### src/rtl/wb_regfile_if.sv
// wb_regfile_if: MEM/WB write-back inputs, ID-stage read ports and
// write-back/debug outputs of the architectural register file.
// master = pipeline side (drives MEM/WB and ID indices), slave = wb_regfile.
interface wb_regfile_if #(
   parameter int DATA_WIDTH = 32,
   parameter int ADDR_WIDTH = 5,
   parameter int CNT_WIDTH  = 32
) ();
   logic [DATA_WIDTH-1:0] MEM_WB_MemData;
   logic [DATA_WIDTH-1:0] MEM_WB_ALUData;
   logic [ADDR_WIDTH-1:0] MEM_WB_DstReg;
   logic                  MEM_WB_MemtoReg;
   logic                  MEM_WB_RegWrite;
   logic [ADDR_WIDTH-1:0] ID_Rs;
   logic [ADDR_WIDTH-1:0] ID_Rt;
   logic [DATA_WIDTH-1:0] ReadData1;
   logic [DATA_WIDTH-1:0] ReadData2;
   logic [DATA_WIDTH-1:0] WB_Data;
   logic [CNT_WIDTH-1:0]  WB_CommitCount;

   modport master (
      output MEM_WB_MemData, MEM_WB_ALUData, MEM_WB_DstReg,
             MEM_WB_MemtoReg, MEM_WB_RegWrite, ID_Rs, ID_Rt,
      input  ReadData1, ReadData2, WB_Data, WB_CommitCount
   );

   modport slave (
      input  MEM_WB_MemData, MEM_WB_ALUData, MEM_WB_DstReg,
             MEM_WB_MemtoReg, MEM_WB_RegWrite, ID_Rs, ID_Rt,
      output ReadData1, ReadData2, WB_Data, WB_CommitCount
   );
endinterface

### src/rtl/wb_regfile.sv
// wb_regfile: write-back mux, 2**ADDR_WIDTH-entry register file with two
// asynchronous read ports, and a wrapping count of effective commits.
// Register 0 reads as zero and ignores writes.
// Optional macro WB_BYPASS_EN: same-cycle forwarding of a pending commit to
// the read ports (suppressed while rst is high).
module wb_regfile #(
   parameter int DATA_WIDTH = 32,
   parameter int ADDR_WIDTH = 5,
   parameter int CNT_WIDTH  = 32
) (
   input logic          clk,
   input logic          rst,
   wb_regfile_if.slave  bus
);
   localparam int NUM_REGS = 1 << ADDR_WIDTH;

   logic [DATA_WIDTH-1:0] regs [NUM_REGS];
   logic [CNT_WIDTH-1:0]  commit_cnt;
   logic [DATA_WIDTH-1:0] wb_data;
   logic                  commit_en;
   logic [DATA_WIDTH-1:0] rd1;
   logic [DATA_WIDTH-1:0] rd2;

   // Write-back source select; valid whether or not a commit happens.
   always_comb begin
      wb_data = bus.MEM_WB_MemtoReg ? bus.MEM_WB_MemData : bus.MEM_WB_ALUData;
   end

   assign commit_en = bus.MEM_WB_RegWrite && (bus.MEM_WB_DstReg != '0);

   // Register array and commit counter; reset wins over a same-edge commit.
   always_ff @(posedge clk) begin
      if (rst) begin
         for (int i = 0; i < NUM_REGS; i++) begin
            regs[i] <= '0;
         end
         commit_cnt <= '0;
      end else if (commit_en) begin
         regs[bus.MEM_WB_DstReg] <= wb_data;
         commit_cnt              <= commit_cnt + CNT_WIDTH'(1);
      end
   end

   // Asynchronous read ports; index 0 always reads zero.
   always_comb begin
      rd1 = (bus.ID_Rs == '0) ? '0 : regs[bus.ID_Rs];
      rd2 = (bus.ID_Rt == '0) ? '0 : regs[bus.ID_Rt];
`ifdef WB_BYPASS_EN
      // commit_en already excludes index 0, so a match implies a nonzero index.
      if (!rst && commit_en && (bus.ID_Rs == bus.MEM_WB_DstReg)) begin
         rd1 = wb_data;
      end
      if (!rst && commit_en && (bus.ID_Rt == bus.MEM_WB_DstReg)) begin
         rd2 = wb_data;
      end
`endif
   end

   assign bus.ReadData1      = rd1;
   assign bus.ReadData2      = rd2;
   assign bus.WB_Data        = wb_data;
   assign bus.WB_CommitCount = commit_cnt;

endmodule

### src/flat_wrapper.sv
// flat-port wrapper written by rule: the top's interface ports become plain ports
module wb_regfile_flat 
#(
   parameter int DATA_WIDTH = 32,
   parameter int ADDR_WIDTH = 5,
   parameter int CNT_WIDTH  = 32
)
  (clk, rst, bus_MEM_WB_MemData, bus_MEM_WB_ALUData, bus_MEM_WB_DstReg, bus_MEM_WB_MemtoReg, bus_MEM_WB_RegWrite, bus_ID_Rs, bus_ID_Rt, bus_ReadData1, bus_ReadData2, bus_WB_Data, bus_WB_CommitCount);
  wb_regfile_if #(.DATA_WIDTH(DATA_WIDTH), .ADDR_WIDTH(ADDR_WIDTH), .CNT_WIDTH(CNT_WIDTH)) bus_i ();
  input logic clk;
  input logic rst;
  input wire logic [$bits(bus_i.MEM_WB_MemData)-1:0] bus_MEM_WB_MemData;
  input wire logic [$bits(bus_i.MEM_WB_ALUData)-1:0] bus_MEM_WB_ALUData;
  input wire logic [$bits(bus_i.MEM_WB_DstReg)-1:0] bus_MEM_WB_DstReg;
  input wire logic [$bits(bus_i.MEM_WB_MemtoReg)-1:0] bus_MEM_WB_MemtoReg;
  input wire logic [$bits(bus_i.MEM_WB_RegWrite)-1:0] bus_MEM_WB_RegWrite;
  input wire logic [$bits(bus_i.ID_Rs)-1:0] bus_ID_Rs;
  input wire logic [$bits(bus_i.ID_Rt)-1:0] bus_ID_Rt;
  output wire logic [$bits(bus_i.ReadData1)-1:0] bus_ReadData1;
  output wire logic [$bits(bus_i.ReadData2)-1:0] bus_ReadData2;
  output wire logic [$bits(bus_i.WB_Data)-1:0] bus_WB_Data;
  output wire logic [$bits(bus_i.WB_CommitCount)-1:0] bus_WB_CommitCount;
  assign bus_i.MEM_WB_MemData = bus_MEM_WB_MemData;
  assign bus_i.MEM_WB_ALUData = bus_MEM_WB_ALUData;
  assign bus_i.MEM_WB_DstReg = bus_MEM_WB_DstReg;
  assign bus_i.MEM_WB_MemtoReg = bus_MEM_WB_MemtoReg;
  assign bus_i.MEM_WB_RegWrite = bus_MEM_WB_RegWrite;
  assign bus_i.ID_Rs = bus_ID_Rs;
  assign bus_i.ID_Rt = bus_ID_Rt;
  assign bus_ReadData1 = bus_i.ReadData1;
  assign bus_ReadData2 = bus_i.ReadData2;
  assign bus_WB_Data = bus_i.WB_Data;
  assign bus_WB_CommitCount = bus_i.WB_CommitCount;
  wb_regfile #(.DATA_WIDTH(DATA_WIDTH), .ADDR_WIDTH(ADDR_WIDTH), .CNT_WIDTH(CNT_WIDTH)) u_core (.clk(clk), .rst(rst), .bus(bus_i));
endmodule
### config.mk
export PLATFORM = sky130hd
export DESIGN_NAME = wb_regfile_flat
export DESIGN_NICKNAME = d
export VERILOG_FILES = /design/src/rtl/wb_regfile_if.sv /design/src/rtl/wb_regfile.sv /design/src/flat_wrapper.sv
export SDC_FILE = /design/constraint.sdc
export NUM_CORES = 2
export LEC_CHECK = 0
export BUFFER_PORTS_ARGS = -buffer_cell sky130_fd_sc_hd__buf_2
export CORE_MARGIN = 8
export CORE_UTILIZATION = 60
export DETAILED_ROUTE_END_ITERATION = 6
export PLACE_DENSITY_LB_ADDON = 0.2
export SYNTH_ARGS = -nofsm -noshare
export SYNTH_HDL_FRONTEND = slang
export SYNTH_SLANG_ARGS = --single-unit
### constraint.sdc
create_clock -name clk -period 7.55 [get_ports clk]
set_clock_uncertainty 0.2 [all_clocks]
set_input_delay 0.755 -clock clk [delete_from_list [all_inputs] [get_ports clk]]
set_output_delay 0.755 -clock clk [all_outputs]
set_load 0.02 [all_outputs]
==> results.cfg <==
[finish]
drive_above_1_share_pct = 30.8
final_common_cell = nor2_1
final_core_util_pct = 67.2
syn_to_final_growth_pct = 11.7
final_cell_mix = nor2_1, edfxtp_1, mux4_2
stdcell_count = 5114
num-nets-final = 3927
n_fill_cell = 6117

[sta]
period_minus_slack_ns = 5.00
finalCritPeriodShare_pct = 66.2
fmax_mhz = 200
hold_violations = 0
tightest_slew_ns = 1.45
setup_tns_ns = 0
slew_headroom_pct = 3.05
drv_slew = 0
rsz0062_at_grt = false
finalSetupViolations = 0
fin_ws_ns = 2.55

[worst_setup_path]
cp.arrival_ns = 4.04
critPathTopFamily = buffers and inverters
crit_top_cell = buf_4
path_cells = buf_8 > buf_4 > mux4_2 > a22oi_1 > nand2_1 > a21oi_1 > a2111oi_0 > buf_4 > buf_2
required_ns = 6.59
crit_path_start_kind = input pin
slowest_delay_ns = 1.03
worst-path-max-fanout = 62
timing.critical_path.buf_inv = 4
slowest_stage = a2111oi_0
setup.worst_path.end_class = primary output
path_class = in -> out

[floorplan]
die_area_mm2 = 0.0997
start_util_pct = 60.2
die_h_um = 316
io_pins = 211
placementRows = 110
fp.dieW_um = 316
core_mm2 = 0.0896

[clock_network]
cts_resized = 0
cts_tree = yes
htreeDepth = 3
clockRootBuffer = clkbuf_16
cts_max_path_buffers = 3
cts_hold_buf = 0
cts_buffers = 109
clk_latency_ns = 0.67
path_clk_slew_ns = 0.06
clock-sinks = 1056
post-cts-setup-buffers = 0

[power]
powerDensity_mw_per_mm2 = 238
switching_share_pct = 25.6
pwr-share-clk_pct = 38.4
peakVddDrop_uv = 185
fin_total_pwr_w = 0.0143
p_leak_nw = 21.1
p_comb_share_pct = 13.4
p_seq_share_pct = 48.2
p_int_w = 0.0107
p_sw_w = 0.00367

[synthesis]
synth_xor_area_share_pct = 0.195
synth_cells = 3764
yosysUniqueCellTypes = 45
synthSimpleGateAreaFrac_pct = 9.33
synthMuxAreaShare_pct = 25.5
synth_top_family_by_area = multiplexers
syn_area_per_cell_um2 = 14.3
ys_seq_area_share_pct = 58.2
synthAdderAreaFrac_pct = 0.0232
synth-compound-area-share_pct = 3.38
synth_area_mm2 = 0.0539
yosys_warnings = 0
ys_ff_latch = 1056

[global_route]
grt_overflow_total = 0
antenna_found_initial = 2
grt_max_degree = 85
grt.total_usage_pct = 35.8
first_global_vias = 36500
grt_first_pass_wirelength_um = 254000

[route]
wl_per_cell_um = 35.1
first_iter_violations = 6568
vias = 37300
dr.pass1.iters = 7
via_per_inst = 7.28
drc = 2
antenna_left = 0
finalWirelength_um = 180000

[place]
place_congestion = 0.941
pre_cts_ws_ns = 2.65
dp.cells = 4908
port-buffer-count = 210
dpl.hpwl_um = 107000

[run_status]
status = finished with violations
violations = design-rule violations

[min_path]
hp-class = reg -> reg

[flow_run]
maxCapViolCount = 0
## sequential cells by signal, summed over array words and instances, names as in the netlist
register,cells
u_core.regs,1024
u_core.bus.WB_CommitCount,32
## power by group through the flow
| stage | clock network [W] | registers [W] | logic, W |
|---|---|---|---|
| 4_1_cts | 0.00549 | 0.00690 | 0.00189 |
| 2_1_floorplan | 0 | 0.00695 | 0.00119 |
| 6_report | 0.00550 | 0.00691 | 0.00193 |
| 3_3_place_gp | 0 | 0.00700 | 0.00187 |
| 5_1_grt | 0.00572 | 0.00694 | 0.00198 |
| 3_5_place_dp | 0 | 0.00702 | 0.00188 |
## stage by stage
step	hold slack (ns)	instance area [um2]
after global placement	0.277	56700
after CTS	0.296	60300
after global routing	0.337	60300
final	0.302	60300
after floorplan	0.357	54000
after detailed placement	0.290	56700
## cells by family (layout without fill, tap and decap cells)
group           count (synthesis)  after routing
other cells                     1             33
buf+inv                       438            580
fa+ha+maj                       1              1
mux                           722            722
simple gates                 1247           1247
xor+xnor                       12             12
compound gates                287            287
flops                        1056           1056
## worst reg2reg max path: cells and delay by family (launching register included)
kind	cells	cell delay (ns)
simple gates	4	1.64
flops	1	0.46
compound gates	1	0.15
## path summary, 6_finish.rpt
| check | from | slack [ns] | end | cells past startpoint |
|---|---|---|---|---|
| worst min register to register | u_core.bus.WB_CommitCount[30]$_SDFFE_PP0P_ | 0.30 | u_core.bus.WB_CommitCount[30]$_SDFFE_PP0P_ | 2 |
| worst min-delay path | u_core.bus.WB_CommitCount[30]$_SDFFE_PP0P_ | 0.30 | u_core.bus.WB_CommitCount[30]$_SDFFE_PP0P_ | 2 |
| worst max register to register | u_core.bus.WB_CommitCount[2]$_SDFFE_PP0P_ | 5.04 | u_core.bus.WB_CommitCount[29]$_SDFFE_PP0P_ | 5 |
| worst max-delay path | bus_ID_Rs[1] | 2.55 | bus_ReadData1[19] | 9 |
## layer usage
layer  routed length, um  share of wire [%]  track usage [%]  vias up
li1                    -                  -                -    14500
met1               58600                 33             46.6    18700
met2               80200                 45             53.6     3428
met3               28500                 16             11.4      615
met4               12000                6.7             19.7        4
met5                 184               0.10             1.23        -
## cell usage after synthesis (all sizes together)
master      n  share of area, %
a2111oi    16              0.26
a211oi     16              0.22
a21o        8              0.11
a21oi      82              0.76
a221oi     24              0.39
a22oi      48              0.67
a31oi      32              0.37
and2        2             0.023
and3        3             0.035
and4        2             0.042
buf       109               1.1
clkbuf    289               2.0
conb        1            0.0070
dfxtp      32               1.2
edfxtp   1024                57
ha          1             0.023
inv        40              0.28
mux2       89               1.9
mux2i     121               2.2
mux4      512                21
nand2      80              0.56
nand2b     32              0.37
nand3      19              0.18
nand4       6              0.13
nor2     1034               7.2
nor2b      28              0.32
nor3       10             0.093
nor4        4             0.046
o2111ai     1             0.016
o211ai      1             0.023
o21ai      58              0.54
o31ai       1             0.014
or2         4             0.046
or3        19              0.23
or4         4             0.063
xnor2      11              0.18
xor2        1             0.016
## layout make-up
cell class                      instances  area (um2)  share of cell area, %
Clock buffer                          129        2820                   4.69
Clock inverter                         76         766                   1.27
Antenna cell                            1        2.50                0.00415
Sequential cell                      1056       31400                   52.1
Multi-Input combinational cell       2301       21500                   35.6
Inverter                               40         150                  0.249
Timing Repair Buffer                  335        2180                   3.62
Tap cell                             1176        1470                   2.44
Power figures use the tool's default switching activity.
